<file path="config.mk">
export PLATFORM = sky130hd
export DESIGN_NAME = fetch_decode_buffer
export DESIGN_NICKNAME = d
export VERILOG_FILES = /design/src/rtl/rv32_pkg.sv /design/src/rtl/fetch_decode_buffer.sv
export SDC_FILE = /design/constraint.sdc
export NUM_CORES = 1
export LEC_CHECK = 0
export ABC_CLOCK_PERIOD_IN_PS = 3640
export CAP_MARGIN = 20
export CORE_UTILIZATION = 55
export CTS_CLUSTER_SIZE = 24
export DETAILED_ROUTE_END_ITERATION = 8
export PLACE_DENSITY_LB_ADDON = 0.05
export SLEW_MARGIN = 0
export SYNTH_ARGS = -nofsm -noshare
export SYNTH_HDL_FRONTEND = slang
export SYNTH_SLANG_ARGS = --single-unit
</file>
<file path="constraint.sdc">
create_clock -name clk -period 3.64 [get_ports clk]
set_clock_uncertainty 0.1 [all_clocks]
set_input_delay 1.092 -clock clk [delete_from_list [all_inputs] [get_ports clk]]
set_output_delay 1.092 -clock clk [all_outputs]
set_load 0.02 [all_outputs]
</file>
<file path="src/rtl/rv32_pkg.sv">
// rtl/rv32_pkg.sv - shared RV32I pipeline constants
package rv32_pkg;

  localparam int XLEN = 32;

  // addi x0, x0, 0
  localparam logic [31:0] NOP_INSTR = 32'h00000013;

endpackage : rv32_pkg

</file>
<file path="src/rtl/fetch_decode_buffer.sv">
// rtl/fetch_decode_buffer.sv - IF/ID decoupling queue of {pc, instr, exception} bundles
module fetch_decode_buffer
  import rv32_pkg::*;
#(
  parameter int DEPTH = 4,
  parameter int XLEN_P = XLEN
) (
  input  logic                       clk,
  input  logic                       reset,
  input  logic                       flush,
  input  logic                       in_valid,
  output logic                       in_ready,
  input  logic [XLEN_P-1:0]          in_pc,
  input  logic [XLEN_P-1:0]          in_instr,
  input  logic                       in_exception,
  output logic                       out_valid,
  input  logic                       out_ready,
  output logic [XLEN_P-1:0]          out_pc,
  output logic [XLEN_P-1:0]          out_instr,
  output logic                       out_exception,
  output logic [$clog2(DEPTH):0]     count
);

  localparam int PW = $clog2(DEPTH);
  localparam int CW = PW + 1;
  localparam logic [CW-1:0] FULL_COUNT = CW'(DEPTH);

  logic [XLEN_P-1:0] r_pc    [DEPTH];
  logic [XLEN_P-1:0] r_instr [DEPTH];
  logic              r_exc   [DEPTH];

  logic [PW-1:0] r_head;
  logic [PW-1:0] r_tail;
  logic [CW-1:0] r_count;
  logic          r_exc_hold;

  logic w_push;
  logic w_pop;
  logic w_store_exc;
  logic w_valid;

  assign w_valid     = (r_count != '0);
  assign in_ready    = (r_count != FULL_COUNT) && !r_exc_hold && !flush;
  assign w_push      = in_valid && in_ready;
  assign w_pop       = w_valid && out_ready;
  // A misaligned fetch address becomes an exception entry regardless of fetch's flag.
  assign w_store_exc = in_exception || (in_pc[1:0] != 2'b00);

  always_ff @(posedge clk) begin
    if (w_push) begin
      r_pc[r_tail]    <= in_pc;
      r_instr[r_tail] <= in_instr;
      r_exc[r_tail]   <= w_store_exc;
    end
  end

  always_ff @(posedge clk or negedge reset) begin
    if (!reset) begin
      r_head     <= '0;
      r_tail     <= '0;
      r_count    <= '0;
      r_exc_hold <= 1'b0;
    end else if (flush) begin
      r_head     <= '0;
      r_tail     <= '0;
      r_count    <= '0;
      r_exc_hold <= 1'b0;
    end else begin
      if (w_push) begin
        r_tail <= r_tail + 1'b1;
      end
      if (w_pop) begin
        r_head <= r_head + 1'b1;
      end
      if (w_push && !w_pop) begin
        r_count <= r_count + 1'b1;
      end else if (w_pop && !w_push) begin
        r_count <= r_count - 1'b1;
      end
      // Only one exception entry can be resident, so set and clear never coincide.
      if (w_push && w_store_exc) begin
        r_exc_hold <= 1'b1;
      end else if (w_pop && r_exc[r_head]) begin
        r_exc_hold <= 1'b0;
      end
    end
  end

  assign out_valid     = w_valid;
  assign out_pc        = w_valid ? r_pc[r_head]    : '0;
  assign out_instr     = w_valid ? r_instr[r_head] : XLEN_P'(NOP_INSTR);
  assign out_exception = w_valid ? r_exc[r_head]   : 1'b0;
  assign count         = r_count;

endmodule : fetch_decode_buffer
</file>
### Word-level counts from Yosys, hierarchy flattened

Memory sizes are Yosys's and may differ from the RTL's.
Index checks and enable logic that the tools add are counted.

| storage, ports and cells | value |
|---|---|
| RAM bits | 260 |
| latch bits | 0 |
| input port bits | 70 |
| bits in registers | 8 |
| logic and storage cells | 46 |
| memory bits (read-only) | 0 |
| memories kept | 3 |
| output and inout bits | 70 |

| cells by class | value |
|---|---|
| magnitude comparators | 0 |
| divide/modulo/power cells | 0 |
| multiplexer cells | 15 |
| reductions and logical operators | 19 |
| add/subtract/negate cells | 4 |
| equal/unequal tests | 1 |
| bitwise gates (word level) | 0 |
| shift-type cells | 0 |
| multiply operators | 0 |

Memory list:

| name | depth | bits a word | rd ports | clocked after memory_dff | wr ports | RTL line | RTL |
|---|---|---|---|---|---|---|---|
| r_instr | 4 | 32 | 1 | 0 | 1 | fetch_decode_buffer.sv:29 | `logic [XLEN_P-1:0] r_instr [DEPTH];` |
| r_pc | 4 | 32 | 1 | 0 | 1 | fetch_decode_buffer.sv:28 | `logic [XLEN_P-1:0] r_pc [DEPTH];` |
| r_exc | 4 | 1 | 1 | 0 | 1 | fetch_decode_buffer.sv:30 | `logic r_exc [DEPTH];` |

Operators by type and width:

| cell | count |
|---|---|
| $mux W32 | 2 |
| $mux W3 | 3 |
| $reduce_bool A3 Y1 | 3 |
| $logic_and A1 B1 Y1 | 8 |
| $mux W2 | 4 |
| $mux W1 | 6 |
| $reduce_bool A2 Y1 | 3 |
| $add A2 B1 Y2 const B | 2 |
| $logic_not A1 Y1 | 4 |
| $add A3 B1 Y3 const B | 1 |
| $ne A3 B3 Y1 const B | 1 |
| $sub A3 B1 Y3 const B | 1 |
| $logic_or A1 B1 Y1 | 1 |

### Longest topological paths before layout

Gate-level depths: netlist of run 1.

| depth | value |
|---|---|
| depth after elaboration | 9 |
| gate-level depth with buffers | 8 |
| depth with buffers taken out | 7 |

### Worst setup path after synthesis of run 1

OpenSTA, ideal clock, no wires.

| timing path | value |
|---|---|
| path type | input to register |
| start point | in flush |
| end point | mem r_exc[0] (enable) |
| setup slack | -0.050 ns |
| path buffers | 1 |
| data required time | 3.110 ns |
| stages | 4 |
| library setup time | 0.430 ns |
| arrival time | 3.160 ns |
| cell sequence | nor2_1 > and3_1 > clkbuf_1 > and2_1 |

| between the ends | value |
|---|---|
| longest elaborated chain between the ends | 5 |

RTL lines:

| what | RTL line | RTL |
|---|---|---|
| start: declaration | fetch_decode_buffer.sv:10 | `input logic flush,` |
| $logic_not A1 Y1 | fetch_decode_buffer.sv:43 | `assign in_ready = (r_count != FULL_COUNT) && !r_exc_hold && !flush;` |
| $logic_and A1 B1 Y1 | fetch_decode_buffer.sv:43 |  |
| $logic_and A1 B1 Y1 | fetch_decode_buffer.sv:44 | `assign w_push = in_valid && in_ready;` |
| $mux W1 | fetch_decode_buffer.sv:50 | `if (w_push) begin` |
| $mux W1 (implied by the code) | fetch_decode_buffer.sv:53 | `r_exc[r_tail] <= w_store_exc;` |
| end: declaration | fetch_decode_buffer.sv:30 |  |

No other way between the ends.

### Final worst setup path of run 1

| timing path | value |
|---|---|
| start point | reg r_head[0] |
| end point | out out_instr[1] |

| between the ends | value |
|---|---|
| longest elaborated chain between the ends | 2 |

RTL lines:

| what | RTL line | RTL |
|---|---|---|
| start: declaration | fetch_decode_buffer.sv:32 | `logic [PW-1:0] r_head;` |
| start signal: assignment | fetch_decode_buffer.sv:73 | `r_head <= r_head + 1'b1;` |
| $mem_v2 Z4 W32 | -- |  |
| $mux W32 | fetch_decode_buffer.sv:91 | `assign out_instr = w_valid ? r_instr[r_head] : XLEN_P'(NOP_INSTR);` |
| end: declaration | fetch_decode_buffer.sv:19 | `output logic [XLEN_P-1:0] out_instr,` |

No other way between the ends.

==> results by group, run 1 <==
Outcome
  – Status: complete, but fails checks
  – Failing checks: DRC

Global route
  – First-pass GRT wire length: 30.01 mm
  – Largest net degree at the start of global routing: 45
  – Aggregate global-route resource usage: 20.62%
  – Vias in the first global route: 5444
  – GR Overflow Total: 0
  – Antenna violations before repair: 0

Clock network
  – Clk sinks: 268
  – Clock root buffer: clkbuf_16
  – TritonCTS buffer count: 27
  – Worst-path clk slew: 0.06 ns
  – Clock tree buffer depth: 3
  – CTS tree: built
  – # H-tree levels: 1
  – Hold buffers post-CTS: 0
  – Clock Latency Late Sink: 0.53 ns

STA
  – Max_slew headroom: 72.56%
  – Slew Limit Fails: 0
  – Final min period: 3.533 ns
  – RSZ-0062 raised after global routing: no
  – Final hold vios: 0
  – Final period util: 97.06%
  – Fmax: 283.0 MHz
  – Worst Tran Pin Value: 0.4103 ns
  – Setup violators final: 0

Routing
  – DRC Markers: 8
  – Vias per inst: 5.636
  – Routed met1 length: 7.657 mm
  – DR WL met3: 1.037 mm
  – First DRT Iteration DRCs: 231
  – Routed met2 length: 9.637 mm
  – DR WL/cell: 21.34 um
  – Via count: 4988
  – Uppermost layer routed: met4
  – Routed Antenna Nets: 0
  – Detailed Routing Iterations Pass 1: 8
  – Final WL: 18.89 mm

Place
  – Dpl cells: 832
  – Hpwl dp: 11.01 mm
  – Number of port buffers: 139
  – Dpl cell area: 12190 um2
  – Routability cong.: 0.6720

Setup path
  – CP max FO: 6
  – CP startpoint: r_head[0]$_DFFE_PN0P_
  – Critical Path RT: 2.45 ns
  – Register-to-Register Path Depth: 7
  – Reg-to-reg startpoint: count[1]$_DFFE_PN0P_
  – Crit start category: flop
  – Setup slack on the worst flop-to-flop path: 1.22 ns
  – Reg-to-Reg End: count[2]$_DFFE_PN0P_
  – Worst setup path class: reg -> out
  – Worst Setup EP: out_instr[1]
  – Crit path capture type: output pin
  – Worst path arrival time: 2.34 ns

Logic synthesis
  – Ys Warns: 0
  – Primary FF master, synth: edfxtp_1
  – Post-synth net total: 545
  – Synthesized area per cell: 22.02 um2
  – Post-synthesis cell area: 10350 um2
  – Register area share after synthesis: 77.37%
  – Syn Inst Count: 470
  – Synth area leader: edfxtp_1
  – Dominant cells by area after synthesis: edfxtp_1 75%, mux4_2 14%, and2_1 4.0%
  – Register bit count reported by yosys: 268
  – Asr flop ratio synth: 2.985%
  – Distinct cells, synth: 30
  – Synth top area share: 75.44%
  – Number of synthesized flops with an enable pin: 260

Floorplan
  – Core area: 18210 um2
  – Initial Util: 56.84%
  – Ports: 140
  – Std-Cell Rows: 49
  – Die area: 19370 um2
  – Die height: 139.2 um
  – Die X: 139.2 um

Cells and area
  – Non-filler cells, final: 885
  – # nets final: 711
  – Ant. Diodes: 0
  – Syn-to-layout area delta: 25.42%
  – Utilization after layout: 71.29%
  – Fin area: 12980 um2
  – Layout cells sized above 1: 21.04%

Pwr
  – P_leak: 4.482 nW
  – PwrDens: 735.1 nW/um2
  – Maximum vdd drop: 0.5340 mV

Min path
  – Hold/Removal Path Class: reg -> reg

Flow run
  – Max_cap viols: 0
state kept, by name (all words and copies together), names as in the netlist:
signal and cells:
r_tail 2, r_exc 4, r_exc_hold 1, r_head 2, count 3, r_pc 128, r_instr 128
cells in the final DEF (no fill, tap or decap), drive strengths merged, types with 2 or more instances in the layout:
cell type and n:
buf 22, and3 2, mux2 3, and2 67
ha 4, edfxtp 260, clkdlybuf4s50 73, or2 3
inv 9, nor2 8, dlygate4sd2 61, nand3 4
mux4 65, xor2 2, nand2 2, dlymetal6s2s 5
clkinv 14, dfrtp 8, clkbuf 31
where the power goes:
part	total (W)	internal [W]	switching, W
combinational	0.00330	0.00156	0.00175
clock	0.00251	0.00143	0.00108
sequential	0.00373	0.00363	0.0000971
worst min-delay path by stage:
stage | from | endpoint | cells after the start
2_1_floorplan | r_tail[0]$_DFFE_PN0P_ | r_tail[0]$_DFFE_PN0P_ | 1
3_3_place_gp | r_tail[0]$_DFFE_PN0P_ | r_tail[0]$_DFFE_PN0P_ | 1
3_5_place_dp | r_tail[0]$_DFFE_PN0P_ | r_tail[0]$_DFFE_PN0P_ | 1
4_1_cts | r_tail[0]$_DFFE_PN0P_ | r_tail[0]$_DFFE_PN0P_ | 1
5_1_grt | r_exc_hold$_DFFE_PN0P_ | r_exc_hold$_DFFE_PN0P_ | 1
6_report | r_tail[0]$_DFFE_PN0P_ | r_tail[0]$_DFFE_PN0P_ | 1
cell usage after synthesis, drive strengths merged, types with 2 or more instances:
master	n
nor2	8
and3	2
xor2	2
dfrtp	8
inv	6
mux4	65
nand2	2
mux2	3
or2	3
edfxtp	260
clkbuf	10
nand3	4
buf	14
and2	67
ha	4
stage by stage:
step                      setup WS (ns)  hold slack [ns]  power (W)   TNS (ns)
after global routing           0.008050           0.4951   0.009975          0
final                            0.1068           0.4614   0.009543          0
after CTS                      -0.05324           0.4555   0.009683   -0.05682
after floorplan                  0.6577           0.4117   0.005866          0
after detailed placement      -0.004294           0.4474   0.007435  -0.004294
after global placement          0.07595           0.4462   0.007407          0
repair_timing:
action | CTS | global route
pin swaps | 0 | 0
gates resized for setup | 63 | 5
setup endpoints to repair | 60 | 5
buffers inserted | 4 | 0
critical path: stages, from the launching register on:
cell           delay (ns)
dfrtp_4              0.50
buf_4                0.20
mux4_2               0.50
or2_2                0.29
dlygate4sd2_1        0.33
per-layer routing:
| metal | vias up | track usage (%) |
|---|---|---|
| met3 | 41 | 4.040 |
| met2 | 150 | 35.70 |
| met4 | 0 | 6.784 |
| met5 | - | 0 |
| li1 | 2230 | - |
| met1 | 2567 | 26.45 |
logic make-up (layout without fill, tap and decap cells):
kind of cell             after synthesis  in the layout  share of synthesized area (%)
multiplexers                          68             68                          14.47
buffers and inverters                 30            216                          1.559
adder cells (fa/ha/maj)                5              5                         0.6770
AO/OA/AOI/OAI                          5              5                         0.3505
AND/OR/NAND/NOR                       91             91                          5.319
flip-flops                           268            268                          77.37
XOR/XNOR                               3              3                         0.2539
area by class of cell:
cell class                 instances  area (um2)
sequential                       268        8015
fill                            1150        5228
multi-input combinational        172        2191
timing repair buffer             161        1658
clock buffer                      31       690.7
tap                              229       286.5
clock inverter                    18       117.6
inverter                           6       22.52
Note: power is estimated with default switching activity, not from simulation.
==> run 2: changes to the inputs <==
Settings changed: CORE_MARGIN set to 3, REMOVE_ABC_BUFFERS set to 1.
==> results by group, run 2 (synthesis results as in run 1) <==
Outcome
  – Status: finished, final reports clean

Pwr
  – Total power: 0.009947 W
  – Switch Pwr: 0.002990 W
  – Clk pwr share: 28.2%
  – Sw Ratio: 30.06%
  – Reg power frac: 37.5%
  – PwrDens: 753.5 nW/um2
  – P_int: 0.006957 W
  – P_leak: 4.548 nW
  – Comb power frac: 34.3%
  – Maximum vdd drop: 0.5099 mV

Clock network
  – Hold buffers post-CTS: 0
  – Clock tree buffer depth: 3
  – TritonCTS buffer count: 27
  – Clock Latency Late Sink: 0.52 ns
  – Clock root buffer: clkbuf_16
  – Clk sinks: 268
  – Worst-path clk slew: 0.06 ns
  – # H-tree levels: 1
  – CTS tree: built

Floorplan
  – Die height: 143.2 um
  – Std-Cell Rows: 49
  – Die X: 143.2 um
  – Initial Util: 56.84%
  – Die area: 20500 um2
  – Ports: 140
  – Core area: 18210 um2

STA
  – Fmax: 280.3 MHz
  – Worst Tran Pin Value: 0.4294 ns
  – Setup violators final: 0
  – Final period util: 97.99%
  – RSZ-0062 raised after global routing: no
  – Slew Limit Fails: 0
  – Setup TNS: 0 ns
  – Final min period: 3.567 ns
  – Max_slew headroom: 71.37%
  – Worst setup margin: 0.07302 ns
  – Final hold vios: 0

Global route
  – First-pass GRT wire length: 30.28 mm
  – Largest net degree at the start of global routing: 40
  – GR Overflow Total: 0
  – Vias in the first global route: 5402
  – Antenna violations before repair: 0
  – Aggregate global-route resource usage: 19.44%

Setup path
  – Reg-to-reg startpoint: count[0]$_DFFE_PN0P_
  – Worst setup path class: reg -> out
  – Critical Path RT: 2.45 ns
  – Worst path arrival time: 2.37 ns
  – CP startpoint: r_head[0]$_DFFE_PN0P_
  – Crit path capture type: output pin
  – Crit start category: flop
  – CP max FO: 6

Flow run
  – Max_cap viols: 0

Routing
  – Final WL: 19.77 mm
  – Routed Antenna Nets: 0
  – Via count: 5062
  – First DRT Iteration DRCs: 269
  – DRC Markers: 0
  – Vias per inst: 5.618
  – Detailed Routing Iterations Pass 1: 6
  – DR WL/cell: 21.94 um

Cells and area
  – Reg area: 8015 um2
  – Syn-to-layout area delta: 27.54%
  – # nets final: 726
  – Filler cells: 1112
  – Regs by FF count: r_instr: 128 flops, r_pc: 128 flops, r_exc: 4 flops
  – Multi-input gate area: 2196 um2
  – Fin area: 13200 um2
  – Most frequent cells in the layout: 260 x edfxtp_1, 76 x clkdlybuf4s50_1, 65 x mux4_2
  – Layout cells sized above 1: 22.92%
  – Ant. Diodes: 0
  – Commonest non-fill, non-tap cell in the layout: edfxtp_1
  – Utilization after layout: 72.49%

Place
  – Routability cong.: 0.7530
  – Place WS: 0.04421 ns
  – Hpwl dp: 12.11 mm
  – Number of port buffers: 139
  – Dpl cell area: 12240 um2

Min path
  – Hold_sp: r_exc_hold$_DFFE_PN0P_
  – Hold/Removal Path Class: reg -> reg
run 2: final cells by class:
type | instances | share of cell area, %
clock buffer | 32 | 5.261
clock inverter | 18 | 1.621
inverter | 6 | 0.1706
multi-input combinational | 172 | 16.64
sequential | 268 | 60.72
tap | 229 | 2.171
timing repair buffer | 176 | 13.42
run 2: per-stage QoR:
stage,cells,hold WS [ns]
after global routing,901,0.4991
after detailed placement,838,0.4697
after CTS,893,0.4834
final,901,0.4895
after global placement,838,0.4515
after floorplan,446,0.4117
run 2: repair_timing:
item	CTS	global route
setup buffers	5	8
gates resized for setup	64	3
endpoints found under the setup margin	63	5
run 2: routing by layer:
metal	wire (um)	up-vias	global-route usage (%)
li1	-	2271	-
met1	8436	2609	26.34
met2	9798	150	32.42
met3	1084	32	4.488
met4	448	0	5.203
met5	0	-	0
run 2: final timing paths:
check / end / slack, ns / depth (start not counted)
setup / recovery: out_pc[14] / 0.07 / 4
hold reg to reg: r_exc_hold$_DFFE_PN0P_ / 0.49 / 1
min in group asynchronous: count[1]$_DFFE_PN0P_ / 0.76 / 1
hold / removal: r_exc_hold$_DFFE_PN0P_ / 0.49 / 1
setup reg to reg: count[2]$_DFFE_PN0P_ / 1.16 / 8
max in group asynchronous: r_head[1]$_DFFE_PN0P_ / 2.38 / 1
run 2: power groups by stage:
stage	logic, W	registers (W)	clock network [W]
after floorplan	0.00186	0.00395	0
after global placement	0.00361	0.00380	0
after detailed placement	0.00363	0.00381	0
after CTS	0.00339	0.00373	0.00286
after global routing	0.00367	0.00375	0.00298
final	0.00341	0.00373	0.00281
run 2: worst max-delay path, stage by stage (launching register included):
cell             delay (ns)
dfrtp_4                0.51
buf_4                  0.16
mux4_2                 0.49
and2_1                 0.17
clkdlybuf4s50_1        0.53
